<file path="src/rtl/imem_arb_pkg.sv">
// Shared types, constants and address checks for the instruction-memory
// port arbiter.
package imem_arb_pkg;

  typedef enum logic [1:0] {
    LOAD,
    DRAIN,
    RUN
  } arb_state_t;

  localparam logic [31:0] NOP_INSTR = 32'h00000013;

  // True when a byte address is word aligned and inside a DEPTH-word array.
  function automatic logic addr_ok(input logic [31:0] addr, input int unsigned depth);
    logic [33:0] limit;
    limit = 34'(depth) << 2;
    return (addr[1:0] == 2'b00) && ({2'b00, addr} < limit);
  endfunction

endpackage

</file>
<file path="src/rtl/imem_starve_cnt.sv">
// Saturating count of consecutive cycles the loader was denied the memory.
module imem_starve_cnt
  import imem_arb_pkg::*;
#(
  parameter int unsigned STARVE_MAX = 8
) (
  input  logic clk,
  input  logic rst,
  input  logic inc,
  input  logic clr,
  output logic at_max
);

  localparam int unsigned CW = $clog2(STARVE_MAX + 1);

  logic [CW-1:0] count;

  // Clear has priority so a forced loader grant restarts the window.
  always_ff @(posedge clk) begin
    if (rst || clr) begin
      count <= '0;
    end else if (inc && (count != CW'(STARVE_MAX))) begin
      count <= count + CW'(1);
    end
  end

  assign at_max = (count == CW'(STARVE_MAX));

endmodule

</file>
<file path="src/rtl/imem_port_arbiter.sv">
// Shares a single-port synchronous-read instruction memory between the core
// fetch path and a boot/patch loader, holding the core in reset while loading.
module imem_port_arbiter
  import imem_arb_pkg::*;
#(
  parameter int unsigned DEPTH      = 256,
  parameter int unsigned STARVE_MAX = 8,
  parameter int unsigned BOOT_SKIP  = 0
) (
  input  logic                       clk,
  input  logic                       rst,
  input  logic                       fetch_req,
  input  logic [31:0]                fetch_addr,
  output logic [31:0]                fetch_instr,
  output logic                       fetch_valid,
  output logic                       fetch_stall,
  output logic                       fetch_err,
  input  logic                       ld_valid,
  output logic                       ld_ready,
  input  logic [31:0]                ld_addr,
  input  logic [31:0]                ld_data,
  input  logic                       ld_done,
  output logic                       core_rst,
  output logic                       mem_en,
  output logic                       mem_we,
  output logic [$clog2(DEPTH)-1:0]   mem_addr,
  output logic [31:0]                mem_wdata,
  input  logic [31:0]                mem_rdata
);

  localparam int unsigned AW = $clog2(DEPTH);
  localparam arb_state_t RST_STATE = (BOOT_SKIP != 0) ? RUN : LOAD;

  arb_state_t state, state_nxt;
  logic       rsp_valid, rsp_err;
  logic       rsp_valid_nxt, rsp_err_nxt;
  logic       cnt_inc, cnt_clr, at_max;
  logic       fetch_ok, ld_ok;

  assign fetch_ok = addr_ok(fetch_addr, DEPTH);
  assign ld_ok    = addr_ok(ld_addr, DEPTH);

  imem_starve_cnt #(
    .STARVE_MAX(STARVE_MAX)
  ) u_starve_cnt (
    .clk   (clk),
    .rst   (rst),
    .inc   (cnt_inc),
    .clr   (cnt_clr),
    .at_max(at_max)
  );

  always_ff @(posedge clk) begin
    if (rst) begin
      state     <= RST_STATE;
      rsp_valid <= 1'b0;
      rsp_err   <= 1'b0;
    end else begin
      state     <= state_nxt;
      rsp_valid <= rsp_valid_nxt;
      rsp_err   <= rsp_err_nxt;
    end
  end

  // While rst is high every combinational output is held at its reset value,
  // so nothing reaches the memory from a state that is about to be discarded.
  always_comb begin
    state_nxt     = state;
    ld_ready      = 1'b0;
    fetch_stall   = 1'b0;
    core_rst      = 1'b1;
    mem_en        = 1'b0;
    mem_we        = 1'b0;
    mem_addr      = ld_addr[AW+1:2];
    mem_wdata     = ld_data;
    rsp_valid_nxt = 1'b0;
    rsp_err_nxt   = 1'b0;
    cnt_inc       = 1'b0;
    cnt_clr       = 1'b1;

    if (rst) begin
      core_rst = (BOOT_SKIP == 0);
    end else begin
      case (state)
        LOAD: begin
          ld_ready    = 1'b1;
          fetch_stall = fetch_req;
          mem_en      = ld_valid && ld_ok;
          mem_we      = ld_valid && ld_ok;
          if (ld_done) begin
            state_nxt = DRAIN;
          end
        end
        DRAIN: begin
          fetch_stall = fetch_req;
          state_nxt   = RUN;
        end
        RUN: begin
          core_rst = 1'b0;
          if (at_max && ld_valid) begin
            ld_ready    = 1'b1;
            fetch_stall = fetch_req;
            mem_en      = ld_ok;
            mem_we      = ld_ok;
          end else if (fetch_req) begin
            mem_en        = fetch_ok;
            mem_addr      = fetch_addr[AW+1:2];
            rsp_valid_nxt = 1'b1;
            rsp_err_nxt   = !fetch_ok;
            cnt_inc       = ld_valid;
            cnt_clr       = !ld_valid;
          end else if (ld_valid) begin
            ld_ready = 1'b1;
            mem_en   = ld_ok;
            mem_we   = ld_ok;
          end
        end
        default: begin
          state_nxt = RST_STATE;
        end
      endcase
    end
  end

  assign fetch_valid = rsp_valid;
  assign fetch_err   = rsp_err;
  assign fetch_instr = (rsp_valid && !rsp_err) ? mem_rdata : NOP_INSTR;

endmodule
</file>
<file path="config.mk">
export PLATFORM = sky130hd
export DESIGN_NAME = imem_port_arbiter
export DESIGN_NICKNAME = d
export VERILOG_FILES = /design/src/rtl/imem_arb_pkg.sv /design/src/rtl/imem_starve_cnt.sv /design/src/rtl/imem_port_arbiter.sv
export SDC_FILE = /design/constraint.sdc
export NUM_CORES = 1
export LEC_CHECK = 0
export CAP_MARGIN = 20
export CELL_PAD_IN_SITES_DETAIL_PLACEMENT = 1
export CELL_PAD_IN_SITES_GLOBAL_PLACEMENT = 2
export CORE_MARGIN = 2
export CORE_UTILIZATION = 10
export DETAILED_ROUTE_END_ITERATION = 10
export GPL_TIMING_DRIVEN = 0
export PLACE_DENSITY = 0.95
export SETUP_SLACK_MARGIN = 0.02
export SYNTH_ARGS = -nofsm -noshare
export SYNTH_HDL_FRONTEND = slang
export SYNTH_SLANG_ARGS = --single-unit
</file>
<file path="constraint.sdc">
create_clock -name clk -period 2.3 [get_ports clk]
set_input_delay 0.23 -clock clk [delete_from_list [all_inputs] [get_ports clk]]
set_output_delay 0.23 -clock clk [all_outputs]
set_load 0.01 [all_outputs]
</file>
==> flow_summary.ini <==
[timing]
post-route-period-util_pct = 98.9
final.min_clock_period_ns = 2.28
clock-skew-final_ns = 0.00109
whs_ns = 0.511
hold_violations = 0
timing.fmax_mhz = 439
slew_headroom_pct = 72.5
setup_viol = 0
worst_slew_pin_slew_ns = 0.412
finalMaxSlewViolations = 0
rsz0062_at_grt = yes

[final_layout]
antenna_cells = 0
post-route-cell-area_um2 = 3230
drive_gt1_share_pct = 22.9
nets = 469
final_cells = 468
area_delta_synth_final_pct = 206

[routing]
drc = 0
vias_per_cell = 3.61
post_drt_wl_per_cell_um = 12.6
wl_met1_um = 2090
num_vias = 1690
antenna_left = 0
drtIter0Drc = 58
dr.pass1.iters = 4
dr_wl_met2_um = 3330
wl_met3_um = 414
top_layer_used = met4
route.final.wire_length_um = 5910

[grt]
antenna_found_initial = 0
grt_start_max_net_pins = 11
track_usage_pct = 9.58
grt_pass1_wl_um = 8700
grt_overflow_total = 0
first_global_vias = 1804

[clock_tree]
cts_tree = done
clk_latency_ns = 0.23
hold_buffers = 0
cts-root-buf = clkbuf_8
path_clk_slew_ns = 0.04
htreeDepth = 1
numCtsBuffers = 3
cts_buffer_depth = 2
clock-sinks = 8

[flow_run]
max_cap_violations = 0

[critical_path]
crit_type = register to output port
startpoint_type = register
cp-end-kind = output port
path_cells = inv_2 -> ha_4 -> and3b_2 -> a2111oi_4 -> buf_6 -> buf_6 -> mux2_4 -> buf_6
cp.arrival_ns = 2.05
worst_path_max_delay_cell = a2111oi_4
max_stage_delay_ns = 0.34
crit_fanout = 7
cp_common_cell = buf_6
cp.required_ns = 2.07

[logic_synthesis]
syn_avg_cell_area_um2 = 7.67
yosysUniqueCellTypes = 26
syn_nets = 273
synthTopCellsByArea = buf_4, and2_1, dfxtp_1, mux2_2, nor4_1
synthesis.area_um2 = 1060
synth.top_cells.by_count = buf_4, and2_1, nor4_1
synthCells = 138
synth_largest_area_cell = buf_4
ys_seq_area_share_pct = 15.1
synth_most_common_cell = buf_4
yosysTopAreaCellShare_pct = 22.7
synth_edf_count = 0
synth_ff_type = dfxtp_1
async_flop_share_pct = 0
yosys_warnings = 0
yosys_register_bits = 8

[floorplan]
rows = 37
die_w_um = 107
ios = 212
die-area_um2 = 11400
core-area_um2 = 10300
die_h_um = 107
start_util_pct = 10.3

[power]
powerDensity_nw_per_um2 = 224
p_leak_nw = 1.26
ir_drop_mv = 0.0982

[min_path]
hp-class = register to register

[place]
dpl.hpwl_um = 5170
place_congestion = 0.748
port_buffers = 179
dpl.cell_count = 453
placed_cell_area_um2 = 3020

[outcome]
status = complete, no violations
[cell families after synthesis]
kind of cell               after synthesis  share of synthesized area (%)
muxes                                    8                           8.51
AOI/OAI and AO/OA                        7                           6.38
xor gates and xnor gates                 3                           2.48
adders and majority gates                2                           2.36
and+or+nand+nor                         69                           38.4
DFF                                      8                           15.1
buffers and inverters                   41                           26.7
[critical path, delay by kind of cell, from the launching register on]
| family | cells | cell delay (ns) |
|---|---|---|
| AND/OR/NAND/NOR | 1 | 0.22 |
| buffers and inverters | 4 | 0.49 |
| AO/OA/AOI/OAI | 1 | 0.34 |
| multiplexers | 1 | 0.29 |
| adder cells (fa/ha/maj) | 1 | 0.14 |
| flip-flops | 1 | 0.33 |
[flip-flops by register name, summed over array words and instances (netlist names)]
signal and count:
fetch_err 1, fetch_valid 1, state 2, u_starve_cnt.count 4
[cell type report]
| class | instances | area (µm²) |
|---|---|---|
| well taps | 136 | 170 |
| inverters | 3 | 11.3 |
| plain buffers | 38 | 272 |
| multi-input cells | 89 | 674 |
| clock buffers | 3 | 41.3 |
| fillers | 1216 | 7090 |
| flip-flops and latches | 8 | 163 |
| repair buffers | 191 | 1900 |
[repair_timing]
item	in CTS	in global routing
resized for setup	61	2
setup endpoints to repair	37	8
setup buffers	11	1
pin swaps	4	0
[cells in the final DEF (no fill, tap or decap), drive strengths merged, types with 2 or more instances in the layout]
master,instances
clkbuf,8
mux2,8
buf,52
nor3,2
nand4,2
nand2b,3
and2,30
nor2,6
ha,2
dlygate4sd2,3
inv,3
o21a,3
clkdlybuf4s50,168
nor4,14
dfxtp,8
nand2,6
o21ai,2
xnor2,2
nor4b,2
[metrics by stage]
stage / total power [mW] / util (%) / setup WS [ns] / setup TNS, ns
after floorplan: 0.264 / - / 0.363 / 0
after global placement: 0.543 / 29.3 / -0.204 / -1.53
after detailed placement: 0.551 / 29.3 / -0.280 / -2.06
after CTS: 0.736 / 31.2 / -0.00621 / -0.00621
after global routing: 0.768 / 31.3 / -0.0608 / -0.250
final: 0.725 / 31.3 / 0.0246 / 0
[where the power goes]
group          switching [mW]  internal (mW)  leakage (nW)
clock network          0.0503          0.113        0.0216
registers             0.00158          0.144        0.0659
logic                   0.116          0.301          1.18
total                   0.167          0.558          1.26
[metal layers]
metal / vias to the layer above / global-route usage [%]
met4: 0 / 3.34
li1: 822 / -
met2: 89 / 19.0
met5: - / 0
met3: 4 / 1.58
met1: 775 / 10.0
[worst paths after layout]
kind	startpoint	end	slack, ns	cells after the start
hold / removal	u_starve_cnt.count[3]$_SDFFE_PP0P_	u_starve_cnt.count[3]$_SDFFE_PP0P_	0.51	2
setup / recovery	u_starve_cnt.count[0]$_SDFFE_PP0P_	mem_addr[2]	0.02	8
setup reg to reg	u_starve_cnt.count[0]$_SDFFE_PP0P_	u_starve_cnt.count[2]$_SDFFE_PP0P_	0.50	9
hold reg to reg	u_starve_cnt.count[3]$_SDFFE_PP0P_	u_starve_cnt.count[3]$_SDFFE_PP0P_	0.51	2
No activity file was read; power rests on OpenSTA's default activity.
